--- src/rtl/tag_ram_ctrl.sv ---
// Tag RAM sequencer/arbiter for a 2-way L1: clear sweep, refill/invalidate writes, lookups with hit/victim.
// Optional hit-time LRU/dirty writeback is enabled by defining TAG_CTRL_LRU_UPDATE_EN.
`timescale 1ns/1ps
module tag_ram_ctrl #(
   parameter int SET_WIDTH = 7,
   parameter int TAG_WIDTH = 20
) (
   input  logic                   clk,
   input  logic                   rst,
   output logic                   init_done,
   input  logic                   lookup_req,
   input  logic [SET_WIDTH-1:0]   lookup_set,
   input  logic [TAG_WIDTH-1:0]   lookup_tag,
   input  logic                   lookup_wr,
   output logic                   lookup_ready,
   output logic                   resp_valid,
   output logic                   resp_hit,
   output logic                   resp_way,
   output logic                   resp_victim_dirty,
   output logic [TAG_WIDTH-1:0]   resp_victim_tag,
   input  logic                   refill_req,
   input  logic [SET_WIDTH-1:0]   refill_set,
   input  logic                   refill_way,
   input  logic [TAG_WIDTH-1:0]   refill_tag,
   input  logic                   refill_dirty,
   output logic                   refill_ack,
   input  logic                   inv_req,
   input  logic [SET_WIDTH-1:0]   inv_set,
   output logic                   inv_ack,
   output logic [SET_WIDTH-1:0]   tr_raddr,
   output logic [SET_WIDTH-1:0]   tr_waddr,
   output logic [1:0]             tr_we,
   output logic [2*TAG_WIDTH+4:0] tr_din,
   output logic                   tr_refill,
   output logic                   tr_load_over,
   output logic                   tr_cache_reset,
   input  logic [2*TAG_WIDTH+4:0] tr_dout
);

   localparam int W1 = TAG_WIDTH + 2;

   typedef enum logic [1:0] {S_INIT, S_IDLE, S_RESP} state_t;

   state_t                 r_state;
   state_t                 w_next;
   logic [SET_WIDTH-1:0]   r_sweep;
   logic [TAG_WIDTH-1:0]   r_tag_p1;
   logic                   w_accept;
   logic                   w_arb;

   logic [TAG_WIDTH-1:0]   w_t0, w_t1;
   logic                   w_v0, w_v1, w_d0, w_d1, w_lru;
   logic                   w_hit0, w_hit1, w_hit, w_hit_way, w_victim;

   assign w_t0  = tr_dout[TAG_WIDTH-1:0];
   assign w_v0  = tr_dout[TAG_WIDTH];
   assign w_d0  = tr_dout[TAG_WIDTH+1];
   assign w_t1  = tr_dout[W1+TAG_WIDTH-1:W1];
   assign w_v1  = tr_dout[W1+TAG_WIDTH];
   assign w_d1  = tr_dout[W1+TAG_WIDTH+1];
   assign w_lru = tr_dout[2*W1];

   assign w_hit0    = w_v0 & (w_t0 == r_tag_p1);
   assign w_hit1    = w_v1 & (w_t1 == r_tag_p1);
   assign w_hit     = w_hit0 | w_hit1;
   assign w_hit_way = ~w_hit0;
   // Invalid ways are filled before anything valid is evicted.
   assign w_victim  = ~w_v0 ? 1'b0 : (~w_v1 ? 1'b1 : w_lru);

   assign w_accept  = lookup_req & lookup_ready;

`ifdef TAG_CTRL_LRU_UPDATE_EN
   logic [SET_WIDTH-1:0]   r_set_p1;
   logic                   r_wr_p1;
   logic [2*TAG_WIDTH+4:0] w_lru_din;

   assign w_lru_din = {~w_hit_way, w_d1 | (r_wr_p1 & w_hit_way), w_v1, w_t1,
                       w_d0 | (r_wr_p1 & ~w_hit_way), w_v0, w_t0};

   always_ff @(posedge clk) begin
      if (w_accept) begin
         r_set_p1 <= lookup_set;
         r_wr_p1  <= lookup_wr;
      end
   end
`else
   logic w_unused_wr;
   assign w_unused_wr = lookup_wr;
`endif

   always_ff @(posedge clk) begin
      if (rst) begin
         r_state <= S_INIT;
         r_sweep <= '0;
      end else begin
         r_state <= w_next;
         r_sweep <= (r_state == S_INIT) ? r_sweep + 1'b1 : '0;
      end
   end

   // stage p0 -> p1: lookup tag captured alongside the RAM read
   always_ff @(posedge clk) begin
      if (w_accept) r_tag_p1 <= lookup_tag;
   end

   always_comb begin
      w_next            = r_state;
      w_arb             = 1'b0;
      init_done         = 1'b0;
      lookup_ready      = 1'b0;
      resp_valid        = 1'b0;
      resp_hit          = 1'b0;
      resp_way          = 1'b0;
      resp_victim_dirty = 1'b0;
      resp_victim_tag   = '0;
      refill_ack        = 1'b0;
      inv_ack           = 1'b0;
      tr_raddr          = '0;
      tr_waddr          = '0;
      tr_we             = 2'b00;
      tr_din            = '0;
      tr_refill         = 1'b0;
      tr_load_over      = 1'b0;
      tr_cache_reset    = 1'b0;
      // rst also masks the current cycle so an in-flight response is dropped
      if (!rst) begin
         unique case (r_state)
            S_INIT: begin
               tr_waddr = r_sweep;
               if (r_sweep == '1) w_next = S_IDLE;
            end
            default: begin
               init_done      = 1'b1;
               tr_cache_reset = 1'b1;
               w_arb          = 1'b1;
               if (r_state == S_RESP) begin
                  resp_valid        = 1'b1;
                  resp_hit          = w_hit;
                  resp_way          = w_hit ? w_hit_way : w_victim;
                  resp_victim_dirty = w_victim ? (w_v1 & w_d1) : (w_v0 & w_d0);
                  resp_victim_tag   = w_victim ? w_t1 : w_t0;
                  w_next            = S_IDLE;
`ifdef TAG_CTRL_LRU_UPDATE_EN
                  w_arb = 1'b0;
                  if (w_hit) begin
                     tr_load_over = 1'b1;
                     tr_waddr     = r_set_p1;
                     tr_we        = w_hit_way ? 2'b10 : 2'b01;
                     tr_din       = w_lru_din;
                  end
`endif
               end
               if (w_arb) begin
                  if (refill_req) begin
                     refill_ack = 1'b1;
                     tr_refill  = 1'b1;
                     tr_waddr   = refill_set;
                     tr_we      = refill_way ? 2'b10 : 2'b01;
                     tr_din     = {~refill_way, refill_dirty, 1'b1, refill_tag,
                                   refill_dirty, 1'b1, refill_tag};
                  end else if (inv_req) begin
                     inv_ack   = 1'b1;
                     tr_refill = 1'b1;
                     tr_waddr  = inv_set;
                     tr_we     = 2'b11;
                  end else begin
                     lookup_ready = 1'b1;
                     if (lookup_req) begin
                        tr_raddr = lookup_set;
                        w_next   = S_RESP;
                     end
                  end
               end
            end
         endcase
      end
   end

endmodule
--- config.mk ---
export PLATFORM = sky130hd
export DESIGN_NAME = tag_ram_ctrl
export DESIGN_NICKNAME = d
export VERILOG_FILES = /design/src/rtl/tag_ram_ctrl.sv
export SDC_FILE = /design/constraint.sdc
export NUM_CORES = 1
export LEC_CHECK = 0
export CORE_ASPECT_RATIO = 1.4
export CORE_MARGIN = 10
export CORE_UTILIZATION = 32
export DETAILED_ROUTE_END_ITERATION = 16
export GPL_ROUTABILITY_DRIVEN = 0
export PLACE_DENSITY = 0.93
export SLEW_MARGIN = 10
export SYNTH_ARGS = -nofsm -noshare
export SYNTH_HDL_FRONTEND = slang
export SYNTH_SLANG_ARGS = --single-unit
--- constraint.sdc ---
create_clock -name clk -period 2.8 [get_ports clk]
set_input_delay 0.56 -clock clk [delete_from_list [all_inputs] [get_ports clk]]
set_output_delay 0.56 -clock clk [all_outputs]
set_load 0.01 [all_outputs]
==> summary.txt <==
status -> complete, no violations
Area growth syn-to-layout -> 98.0%
reg2reg start -> r_state[1]
Die X -> 91.8 um
TritonCTS clock tree -> done
metal2 WL -> 5850 um
Setup WS pre-CTS -> -0.483 ns
CTS sink count -> 29
DIE HEIGHT -> 121 um
RR Endpoint -> r_tag_p1[11]
number of global-route vias before repair -> 3,148
Critical path origin -> tr_dout[14]
first-pass GRT wire length -> 16,400 um
final setup vio count -> 0
Hold Crit Class -> reg2reg
initial antenna violation count -> 0
# rows -> 36
total global routing overflow -> 0
PD cells -> 253 nW/um^2
TNS Setup -> 0 ns
DP Area -> 4410 um^2
Yosys cell types -> 31
CP endpoint kind -> output port
Via density -> 4.92
commonest non-fill, non-tap cell in the layout -> clkdlybuf4s50_1
Net Count, Synth -> 393
most frequent cells in the layout -> clkdlybuf4s50_1 (108), dlygate4sd2_1 (55), nand2_1 (43)
share of layout cells above drive strength 1 -> 9.92%
R2R Setup Slk -> 1.20 ns
Final Cycle Share -> 99.2%
DRT Wirelength -> 11,000 um
Clock Skew -> 0.00478 ns
RSZ-0062 raised after global routing -> yes
area leader, netlist -> edfxtp_1
DR top layer -> met4
final instance area -> 4580 um^2
worst-path fanout max -> 2
Ports -> 206
r2r worst-path depth -> 5
WP data required -> 2.24 ns
hold path start -> r_sweep[0]
initial core utilization -> 33.1%
H-tree levels -> 2
met3 routed WL -> 1380 um
drt wl/cell -> 19.3 um
largest net degree at the start of global routing -> 22
post-synthesis async set-or-reset flop share -> 0%
number of synthesized flops with an enable pin -> 20
insertion delay to the later sink of the worst-skew pair -> 0.27 ns
IO buf count -> 203
Fillers -> 536
1st-pass router iterations -> 6
Post-synth top flop -> edfxtp_1
Final min period -> 2.78 ns
top cell type's share of synthesized area -> 26.0%
Synth Register Bits -> 29
Mean Syn Cell Area -> 8.32 um^2
Leakage Power -> 0.00265 uW
DPL Wire Length -> 9220 um
Starting DRT DRC Count -> 133
DRT antenna net count -> 0
Seq/Total Area, Yosys -> 33.8%
clock root buffer -> clkbuf_8
synthesized instance count -> 278
synth warn -> 0
met1 wire length -> 3490 um
clock slew at reported path FFs -> 0.06 ns
VDD IR-drop max -> 0.196 mV
Total GRT Usage -> 18.4%
synthesized area -> 2310 um^2
Final Net Count -> 588
Core ar. -> 6980 um^2
final slew viol count -> 0
DR DRC count -> 0
# Max-Cap Violations -> 0
CTS Hold Bufs -> 0
Vias -> 2,799
f_max -> 0.360 GHz
final number of hold-violating endpoints -> 0
DIE AREA -> 11,100 um^2
Multi-input gate area -> 1260 um^2
main area contributors after synthesis -> edfxtp_1 (26%), xnor2_1 (13%), buf_4 (8.4%), dfxtp_1 (7.8%), nand2_1 (7.1%)
Ant. Diodes -> 0
Worst setup SP type -> input port
Worst Setup EP -> resp_hit
Max Root-Sink Buffers -> 2
Crit Path Category -> in2out
clock buffers created by TritonCTS -> 5
final worst slack -> 0.0217 ns
CP arrival -> 2.22 ns
register area -> 781 um^2
-- per-stage QoR --
stage                     power, uW  std cells  hold slack, ns  util, %
final                          1160        569           0.490     65.6
after global routing           1200        569           0.504     65.6
after CTS                      1170        569           0.483     64.1
after detailed placement        755        559           0.465     63.1
after global placement          747        559           0.467     63.1
after floorplan                 546        278           0.441        -
-- layout make-up --
type | count | area share (%)
Inverter | 13 | 1.07
Timing Repair Buffer | 227 | 49.4
Multi-Input combinational cell | 197 | 27.5
Clock buffer | 6 | 1.59
Tap cell | 95 | 2.60
Clock inverter | 2 | 0.738
Sequential cell | 29 | 17.1
-- synth_stat cells, drive strengths merged, types with 3 or more instances --
cell and number:
a21oi 25, a222oi 7, and2 9, and3 24
buf 29, clkbuf 10, dfxtp 9, edfxtp 20
inv 13, nand2 44, nand3 6, nand4 8
nor2 10, nor3 3, nor4 4, o21ai 4
xnor2 34, xor2 11
-- metal layers --
layer | up-vias | GRT usage [%]
met5 | - | 0
li1 | 1318 | -
met2 | 170 | 34.9
met4 | 0 | 6.38
met3 | 20 | 10.2
met1 | 1291 | 15.7
-- logic make-up (layout without fill, tap and decap cells) --
group | after synthesis | count (layout) | synth area share [%]
buf+inv | 52 | 248 | 13.4
flops | 29 | 29 | 33.8
fa+ha+maj | 1 | 1 | 0.541
compound gates | 38 | 38 | 10.1
xor+xnor | 45 | 45 | 17.0
mux | 1 | 1 | 0.433
other cells | 1 | 1 | 0.162
simple gates | 111 | 111 | 24.6
-- flip-flops by register name, indices dropped and copies added, names as in the netlist --
name and flops:
r_tag_p1 20, r_sweep 7, r_state 2
-- timing repair --
item | 4_1_cts | 5_1_grt
buffers inserted | 2 | 0
setup endpoints to repair | 83 | 32
pin swaps | 2 | 13
endpoints found under the hold margin | 0 | 0
resized for setup | 69 | 44
-- power breakdown --
| part | switching (uW) | internal (uW) | total [uW] |
|---|---|---|---|
| clock | 148 | 262 | 411 |
| sequential | 5.26 | 461 | 466 |
| combinational | 95.3 | 186 | 281 |
-- worst max-delay path, cell delays in order --
cell and delay [ns]:
clkdlybuf4s50_1 0.52, xnor2_1 0.14, nand3_1 0.11, nor4_2 0.32
buf_4 0.16, nand4_1 0.12, a21oi_2 0.14, buf_2 0.14
-- worst min-delay path by stage --
stage	to	slack [ns]	cells past startpoint
finish	r_sweep[0]	0.49	1
global route	r_sweep[0]	0.50	1
detailed placement	r_sweep[0]	0.46	1
floorplan	r_sweep[0]	0.44	1
CTS	r_sweep[0]	0.48	1
global placement	r_sweep[0]	0.47	1
Note: power is estimated with default switching activity, not from simulation.
